**src/rtl/snake_pkg.sv**
```systemverilog
// Shared definitions for the snake game blocks: game status codes, playfield
// geometry, pixel classification codes and the apple generator state encoding.
package snake_pkg;

    typedef enum logic [1:0] {
        GS_RESTART = 2'b00,
        GS_PAUSE   = 2'b01,
        GS_PLAY    = 2'b10,
        GS_DIE     = 2'b11
    } game_status_e;

    // Playable cells; row/column 0 and the outer edge hold the wall.
    localparam logic [5:0] X_MIN = 6'd1;
    localparam logic [5:0] X_MAX = 6'd38;
    localparam logic [5:0] Y_MIN = 6'd1;
    localparam logic [5:0] Y_MAX = 6'd28;

    localparam int         CELL_SHIFT = 4;
    localparam logic [9:0] H_ACTIVE   = 10'd640;
    localparam logic [9:0] V_ACTIVE   = 10'd480;

    typedef enum logic [1:0] {
        SHOW_NONE = 2'b00,
        SHOW_HEAD = 2'b01,
        SHOW_BODY = 2'b10,
        SHOW_WALL = 2'b11
    } snake_show_e;

    typedef enum logic [1:0] {
        ST_IDLE,
        ST_PLACE,
        ST_ACTIVE,
        ST_EATEN
    } apple_state_e;

    function automatic logic in_field(input logic [5:0] x, input logic [5:0] y);
        return (x >= X_MIN) && (x <= X_MAX) && (y >= Y_MIN) && (y <= Y_MAX);
    endfunction

endpackage

```
**src/rtl/apple_gen_if.sv**
```systemverilog
// Signals between the apple generator and the snake/VGA side of the game.
interface apple_gen_if;
    import snake_pkg::*;

    game_status_e game_status;
    logic [5:0]   head_x;
    logic [5:0]   head_y;
    logic [9:0]   pos_x;
    logic [9:0]   pos_y;
    logic         add_cube;
    logic [5:0]   apple_x;
    logic [5:0]   apple_y;
    logic         apple_show;
    logic [7:0]   score;

    modport master (
        output game_status, head_x, head_y, pos_x, pos_y,
        input  add_cube, apple_x, apple_y, apple_show, score
    );

    modport slave (
        input  game_status, head_x, head_y, pos_x, pos_y,
        output add_cube, apple_x, apple_y, apple_show, score
    );

endinterface

```
**src/rtl/lfsr12.sv**
```systemverilog
// 12-bit Fibonacci LFSR, polynomial x^12+x^6+x^4+x+1 (maximal length, 4095 states).
module lfsr12 #(
    parameter logic [11:0] SEED = 12'hACE
) (
    input  logic        clk,
    input  logic        rst_n,
    input  logic        en,
    output logic [11:0] lfsr_o
);

    logic [11:0] lfsr_q;
    logic [11:0] lfsr_d;
    logic        fb;

    always_comb begin
        fb     = lfsr_q[11] ^ lfsr_q[5] ^ lfsr_q[3] ^ lfsr_q[0];
        lfsr_d = lfsr_q;
        if (en) begin
            lfsr_d = {lfsr_q[10:0], fb};
        end
    end

    always_ff @(posedge clk or negedge rst_n) begin
        if (!rst_n) begin
            lfsr_q <= SEED;
        end else begin
            lfsr_q <= lfsr_d;
        end
    end

    assign lfsr_o = lfsr_q;

endmodule

```
**src/rtl/apple_gen.sv**
```systemverilog
// Apple generator: places food in the playfield, detects the head eating it,
// issues the grow strobe and keeps a saturating two-digit BCD score.
module apple_gen
    import snake_pkg::*;
#(
    parameter logic [11:0] SEED     = 12'hACE,
    parameter int          MAX_GROW = 11,
    parameter int          MAX_TRY  = 63,
    parameter logic [5:0]  DEF_X    = 6'd20,
    parameter logic [5:0]  DEF_Y    = 6'd15
) (
    input  logic        clk,
    input  logic        rst_n,
    apple_gen_if.slave  bus
);

    localparam int                 TRY_W    = $clog2(MAX_TRY + 1);
    localparam int                 GROW_W   = $clog2(MAX_GROW + 1);
    localparam logic [TRY_W-1:0]   TRY_LIM  = TRY_W'(MAX_TRY);
    localparam logic [GROW_W-1:0]  GROW_LIM = GROW_W'(MAX_GROW);

    apple_state_e        state_q, state_d;
    logic [5:0]          apple_x_q, apple_x_d;
    logic [5:0]          apple_y_q, apple_y_d;
    logic [7:0]          score_q, score_d;
    logic [TRY_W-1:0]    try_cnt_q, try_cnt_d;
    logic [GROW_W-1:0]   grow_cnt_q, grow_cnt_d;

    logic [11:0]         lfsr_w;
    logic [5:0]          cand_x;
    logic [5:0]          cand_y;
    logic                cand_ok;
    logic                head_on_apple;
    logic                def_on_head;

    // BCD increment that sticks at 99 so the display never wraps.
    function automatic logic [7:0] bcd_inc_sat(input logic [7:0] v);
        logic [7:0] r;
        if (v == 8'h99) begin
            r = v;
        end else if (v[3:0] == 4'd9) begin
            r = {v[7:4] + 4'd1, 4'd0};
        end else begin
            r = {v[7:4], v[3:0] + 4'd1};
        end
        return r;
    endfunction

    lfsr12 #(
        .SEED   (SEED)
    ) u_lfsr (
        .clk    (clk),
        .rst_n  (rst_n),
        .en     (1'b1),
        .lfsr_o (lfsr_w)
    );

    assign cand_x        = lfsr_w[5:0];
    assign cand_y        = lfsr_w[11:6];
    assign cand_ok       = in_field(cand_x, cand_y) &&
                           !((cand_x == bus.head_x) && (cand_y == bus.head_y));
    assign head_on_apple = (bus.head_x == apple_x_q) && (bus.head_y == apple_y_q);
    assign def_on_head   = (bus.head_x == DEF_X) && (bus.head_y == DEF_Y);

    always_comb begin
        state_d    = state_q;
        apple_x_d  = apple_x_q;
        apple_y_d  = apple_y_q;
        score_d    = score_q;
        try_cnt_d  = try_cnt_q;
        grow_cnt_d = grow_cnt_q;

        case (state_q)
            ST_IDLE: begin
                if (bus.game_status == GS_PLAY) begin
                    state_d = ST_PLACE;
                end
            end
            ST_PLACE: begin
                if (cand_ok) begin
                    apple_x_d = cand_x;
                    apple_y_d = cand_y;
                    try_cnt_d = '0;
                    state_d   = ST_ACTIVE;
                end else if (try_cnt_q == TRY_LIM) begin
                    // Fallback cell, nudged right if the head already sits on it.
                    apple_x_d = def_on_head ? (DEF_X + 6'd1) : DEF_X;
                    apple_y_d = DEF_Y;
                    try_cnt_d = '0;
                    state_d   = ST_ACTIVE;
                end else begin
                    try_cnt_d = try_cnt_q + TRY_W'(1);
                end
            end
            ST_ACTIVE: begin
                if ((bus.game_status == GS_PLAY) && head_on_apple) begin
                    state_d = ST_EATEN;
                end
            end
            ST_EATEN: begin
                if (grow_cnt_q < GROW_LIM) begin
                    grow_cnt_d = grow_cnt_q + GROW_W'(1);
                end
                score_d = bcd_inc_sat(score_q);
                state_d = ST_PLACE;
            end
            default: begin
                state_d = ST_IDLE;
            end
        endcase

        // RESTART overrides every transition; the apple cell is kept but hidden.
        if (bus.game_status == GS_RESTART) begin
            state_d    = ST_IDLE;
            apple_x_d  = apple_x_q;
            apple_y_d  = apple_y_q;
            score_d    = 8'h00;
            try_cnt_d  = '0;
            grow_cnt_d = '0;
        end
    end

    always_ff @(posedge clk or negedge rst_n) begin
        if (!rst_n) begin
            state_q    <= ST_IDLE;
            apple_x_q  <= DEF_X;
            apple_y_q  <= DEF_Y;
            score_q    <= 8'h00;
            try_cnt_q  <= '0;
            grow_cnt_q <= '0;
        end else begin
            state_q    <= state_d;
            apple_x_q  <= apple_x_d;
            apple_y_q  <= apple_y_d;
            score_q    <= score_d;
            try_cnt_q  <= try_cnt_d;
            grow_cnt_q <= grow_cnt_d;
        end
    end

    assign bus.add_cube   = (state_q == ST_EATEN) && (grow_cnt_q < GROW_LIM);
    assign bus.apple_x    = apple_x_q;
    assign bus.apple_y    = apple_y_q;
    assign bus.score      = score_q;
    assign bus.apple_show = (state_q == ST_ACTIVE) &&
                            (bus.pos_x[9:CELL_SHIFT] == apple_x_q) &&
                            (bus.pos_y[9:CELL_SHIFT] == apple_y_q) &&
                            (bus.pos_x < H_ACTIVE) && (bus.pos_y < V_ACTIVE);

endmodule

```
**src/flat_wrapper.sv**
```systemverilog
// flat-port wrapper written by rule: the top's interface ports become plain ports
module apple_gen_flat import snake_pkg::*;
#(
    parameter logic [11:0] SEED     = 12'hACE,
    parameter int          MAX_GROW = 11,
    parameter int          MAX_TRY  = 63,
    parameter logic [5:0]  DEF_X    = 6'd20,
    parameter logic [5:0]  DEF_Y    = 6'd15
)
  (clk, rst_n, bus_game_status, bus_head_x, bus_head_y, bus_pos_x, bus_pos_y, bus_add_cube, bus_apple_x, bus_apple_y, bus_apple_show, bus_score);
  apple_gen_if bus_i ();
  input  logic clk;
  input  logic rst_n;
  input wire logic [$bits(bus_i.game_status)-1:0] bus_game_status;
  input wire logic [$bits(bus_i.head_x)-1:0] bus_head_x;
  input wire logic [$bits(bus_i.head_y)-1:0] bus_head_y;
  input wire logic [$bits(bus_i.pos_x)-1:0] bus_pos_x;
  input wire logic [$bits(bus_i.pos_y)-1:0] bus_pos_y;
  output wire logic [$bits(bus_i.add_cube)-1:0] bus_add_cube;
  output wire logic [$bits(bus_i.apple_x)-1:0] bus_apple_x;
  output wire logic [$bits(bus_i.apple_y)-1:0] bus_apple_y;
  output wire logic [$bits(bus_i.apple_show)-1:0] bus_apple_show;
  output wire logic [$bits(bus_i.score)-1:0] bus_score;
  assign bus_i.game_status = bus_game_status;
  assign bus_i.head_x = bus_head_x;
  assign bus_i.head_y = bus_head_y;
  assign bus_i.pos_x = bus_pos_x;
  assign bus_i.pos_y = bus_pos_y;
  assign bus_add_cube = bus_i.add_cube;
  assign bus_apple_x = bus_i.apple_x;
  assign bus_apple_y = bus_i.apple_y;
  assign bus_apple_show = bus_i.apple_show;
  assign bus_score = bus_i.score;
  apple_gen #(.SEED(SEED), .MAX_GROW(MAX_GROW), .MAX_TRY(MAX_TRY), .DEF_X(DEF_X), .DEF_Y(DEF_Y)) u_core (.clk(clk), .rst_n(rst_n), .bus(bus_i));
endmodule
```
**config.mk**
```make
export PLATFORM = sky130hd
export DESIGN_NAME = apple_gen_flat
export DESIGN_NICKNAME = d
export VERILOG_FILES = /design/src/rtl/snake_pkg.sv /design/src/rtl/apple_gen_if.sv /design/src/rtl/lfsr12.sv /design/src/rtl/apple_gen.sv /design/src/flat_wrapper.sv
export SDC_FILE = /design/constraint.sdc
export NUM_CORES = 1
export LEC_CHECK = 0
export CAP_MARGIN = 20
export CORE_AREA = 2 2 73 75
export DETAILED_ROUTE_END_ITERATION = 8
export DIE_AREA = 0 0 75 77
export GPL_TIMING_DRIVEN = 0
export MAX_ROUTING_LAYER = met4
export PLACE_DENSITY_LB_ADDON = 0.3
export SLEW_MARGIN = 20
export SYNTH_ARGS = -nofsm -noshare
export SYNTH_HDL_FRONTEND = slang
export SYNTH_HIERARCHICAL = 1
export SYNTH_SLANG_ARGS = --single-unit
```
**constraint.sdc**
```tcl
create_clock -name clk -period 6 [get_ports clk]
set_input_delay 0.9 -clock clk [delete_from_list [all_inputs] [get_ports clk]]
set_output_delay 0.9 -clock clk [all_outputs]
set_load 0.05 [all_outputs]
```
After elaboration in Yosys (flattened, before gate mapping)
Cells that the tools add are included.

operators by class
  mux-type cells = 22
  bitwise operators = 4
  add/sub/neg operators = 4
  equal/unequal tests = 19
  order comparisons = 7
  reduce and logical (&&, ||, !) cells = 26

operators with widths
  kind                  count
  $mux 6                8
  $eq 6x6->1            6
  $mux 8                4
  $logic_and 1x1->1     13
  $add 4x1->4 const B   3
  $ge 6x1->1 const B    2
  $mux 4                3
  $lt 10x10->1 const B  1
  $lt 10x9->1 const B   1
  $mux 2                5
  $reduce_bool 2->1     5
  $reduce_and 3->1      3
  $eq 8x8->1 const B    1
  $pmux 2 s4            1
  $add 6x1->6 const B   1
  $eq 2x2->1 const B    3
  $eq 6x4->1 const B    1
  $eq 6x5->1 const B    1
  $eq 6x6->1 const B    1
  $le 6x5->1 const B    1
  $le 6x6->1 const B    1
  $ne 3x1->1 const B    2
  $eq 4x4->1 const B    1
  $logic_not 2->1       2
  other kinds (9)       12

word-level totals
  flip-flop bits (word level) = 44
  logic and storage cells = 90
  output and inout port bits = 22
  input port bits = 36

Depth between registers and ports, before layout
  word-level depth = 8
  mapped depth = 8
  mapped depth without buffers = 8

Hierarchy
Netlist, hierarchy kept.

by module, submodules not included
  module     area each (µm²)  cells each  times used  seq. area each (µm²)
  apple_gen  2112.0           216         1           808.3
  lfsr12     475.5            30          1           309.0

Worst setup path before layout
Ideal clock, no wire load.

  kind = input to output
  start point = in bus_pos_x[9]
  end point = out bus_apple_show
  setup slack = 1.296 ns
  path buffers = 0
  cell stages on the path = 4
  data required time = 5.100 ns
  data arrival time = 3.804 ns
  cell sequence = a211o_1 > o21ai_0 > nand4_1 > a2111oi_0

on the way
  longest elaborated chain between the ends = 5
  elaborated cells on any way between the ends = 6
  those cells by class = order compare (1); eq/ne (1); reduce/logical (4)

RTL lines
  what                                                  RTL line            source
  start, declared                                       flat_wrapper.sv:17  input wire logic [$bits(bus_i.pos_x)-1:0] bus_pos_x;
  branches (longest 3 deep; another with $lt 10x10->1)  -
  $logic_and 1x1->1 (*)                                 apple_gen.sv:147    (bus.pos_y[9:CELL_SHIFT] == apple_y_q) &&
  $logic_and 1x1->1 (*)                                 apple_gen.sv:148    (bus.pos_x < H_ACTIVE) && (bus.pos_y < V_ACTIVE);
  end, declared                                         flat_wrapper.sv:22  output wire logic [$bits(bus_i.apple_show)-1:0] bus_apple_show;

Every way passes the cells marked *.

Worst setup path in the final report
Same ends and word-level chain as after synthesis.

==> reports/metrics.cfg <==
[logic_synthesis]
synth.distinct_cells=51
synthFlopType=dfrtp_1
synth_xor_area_share_pct=13.5
synthSimpleGateAreaFrac_pct=16.3
async_flop_share_pct=100
syn-cell-area_um2=2590
muxShareOfSynthArea_pct=6.14
netlist_top_cells_area=dfrtp_1, dfstp_2, xor2_1
synthAdderAreaFrac_pct=5.32
yosys.area.top_type=dfrtp_1
synth-seq-area-share_pct=43.2
syn_inst=246
synth_seq_cells=44
ys_warn_count=6
synth_top_family_by_area=simple AND/OR/NAND/NOR gates
synth_compound_area_share_pct=13.5
synth_edf_count=0
yosysTopAreaCellShare_pct=30.0
synth_area_per_cell_um2=10.5

[sta]
tightestPinTransition_ns=0.575
layout_min_cycle_time_ns=4.02
final.setup.worst_slack_ns=1.98
fmax_mhz=249
setup_viol=0
fin_crit_sh_pct=67.0
maxSlewHeadroom_pct=61.7
skew_ns=0.00709
tns_ns=0
drv_slew=0
rsz0062_at_grt=no
hold_violations=0

[power]
p_clk_share_pct=14.5
sw_frac_of_total_pct=43.2
irDropWorstVdd_v=0.000344
powerDensity_nw_per_um2=469
internal_power_uw=881
combPwrFrac_pct=47.4
seqPwrFrac_pct=38.1
p_leak_uw=0.00138
p_switching_uw=669

[cells_and_area]
antenna_cells=0
area_growth_pct=27.8
drive_gt1_share_pct=10.4
multi_input_area_um2=1430
register_area_um2=1120
final_nets=353
final_common_cell=clkdlybuf4s50_1
fill_cells=398
final_cell_mix=clkdlybuf4s50_1, dfrtp_1, xor2_1

[die]
core_um2=4980
num_rows=26
dieArea_um2=5780
fp.dieH_um=77
die_w_um=75
initial_utilization_pct=52.0
io_pins=58

[detailed_routing]
post_drt_wl_per_cell_um=16.0
first_pass_iters=4
drt_iter0_drc=153
drc=0
ant_nets=0
routed-via-count=2107
via_per_inst=5.59
drt_wl_total_um=6030

[placed_design]
post-dp-hpwl_um=4580
port_buffers=49
dp_slack_ns=1.98
gp_congestion=0.919

[global_route]
grt_usage_pct=22.9
grt_max_degree=25
overflow=0
antenna_found_initial=0
grt_pass1_wl_um=9920
grt_pass1_vias=2073

[setup_path]
critPathArrivalTime_ns=3.12
path_cells=clkdlybuf4s50_1, a211o_1, o21ai_0, nand4_1, a2111oi_0, clkdlybuf4s50_1
crit_slowest_cell=clkdlybuf4s50_1
critPathTopFamily=buffers and inverters
cp_max_fo=3
cp-start-kind=primary input
critical_path.most_common_cell=clkdlybuf4s50_1
path_buf_inv=2
critical_path_class=in2out
crit_required_ns=5.10
crit_path_end_kind=primary output
crit_path_max_incr_delay_ns=0.88

[clocking]
cts_buffer_depth=2
clock_latency_ns=0.30
post-cts-setup-buffers=0
hold_buffers=0
cts-resized-gates=0
cts_tree=built
clkTransAtPathRegs_ns=0.09
cts_htree_levels=2
numCtsBuffers=5
cts_sinks=44
cts_root_buf=clkbuf_8

[run_status]
status=completed

[flow_run]
cap_violations=0

[min_path]
hold_path.class=reg2reg

## metrics by stage
step / instance area (um2) / cells / total power [uW] / hold WS [ns] / util, %
detailed placement: 3200 / 369 / 1330 / 0.498 / 64.3
finish: 3310 / 377 / 1550 / 0.519 / 66.4
global placement: 3180 / 368 / 1300 / 0.490 / 63.8
global route: 3310 / 377 / 1640 / 0.552 / 66.4
floorplan: 2600 / 249 / 1090 / 0.460 / -
CTS: 3310 / 377 / 1560 / 0.518 / 66.4
## power by group through the flow
stage	clock network (uW)	logic, uW	registers [uW]
after floorplan	0	396	696
after global placement	0	711	593
after detailed placement	0	730	595
after CTS	232	734	591
after global routing	246	788	609
final	225	734	591
## Yosys cell counts (7+ instances only)
cell type and instances:
xor2_1 23, dfrtp_1 31, a21oi_1 9, nand3_1 8, nor2_1 16, mux2_1 10
nand4_1 8, ha_1 11, dfstp_2 13, nand2_1 19, nor4_1 7, xnor2_1 17
## cell type report
| cell class | instances | share of cell area (%) |
|---|---|---|
| multi-input combinational | 195 | 43.3 |
| sequential | 44 | 33.8 |
| timing repair buffer | 50 | 15.5 |
| tap | 70 | 2.65 |
| clock buffer | 6 | 2.19 |
| clock inverter | 2 | 1.06 |
| buffer | 4 | 0.795 |
| inverter | 6 | 0.681 |
## final timing paths
path	start	to	slack, ns	cells after the start
worst min register to register	u_core/grow_cnt_q[3]	u_core/grow_cnt_q[3]	0.52	2
worst max register to register	u_core/u_lfsr/lfsr_o[6]	u_core/state_q[0]	3.76	7
min in group asynchronous	rst_n	u_core/grow_cnt_q[2]	0.59	1
worst min-delay path	u_core/grow_cnt_q[3]	u_core/grow_cnt_q[3]	0.52	2
worst max-delay path	bus_pos_x[9]	bus_apple_show	1.98	6
max in group asynchronous	rst_n	u_core/u_lfsr/lfsr_o[9]	4.82	2
## per-layer routing
metal  GRT usage [%]  part of all wire, %  vias up
met3            4.20                  5.0        8
li1                -                    -     1005
met2            36.8                   50       65
met1            29.0                   43     1029
met4            7.14                  1.4        0
met5               -                    0        -
## sequential cells by signal, summed over array words and instances, names as in the netlist
signal and cells:
u_core/state_q 2, u_core/bus.score 8, u_core/u_lfsr/lfsr_o 12, u_core/try_cnt_q 6, u_core/bus.apple_y 6, u_core/bus.apple_x 6
u_core/grow_cnt_q 4
## worst register-to-register path: cells and delay by family, from the launching register on
kind                   cells  cell delay (ns)
AND/OR/NAND/NOR            2             0.37
multiplexers               1             0.32
buffers and inverters      1             0.15
flip-flops                 1             0.61
AO/OA/AOI/OAI              3             0.71
## kinds of logic (layout without fill, tap and decap cells)
kind of cell             count (synthesis)  after routing
flip-flops                              44             44
AND/OR/NAND/NOR                         81             81
buffers and inverters                   10             68
XOR/XNOR                                40             40
multiplexers                            14             14
adder cells (fa/ha/maj)                 11             11
other                                    1              4
AO/OA/AOI/OAI                           45             45
Note: power is estimated with default switching activity, not from simulation.
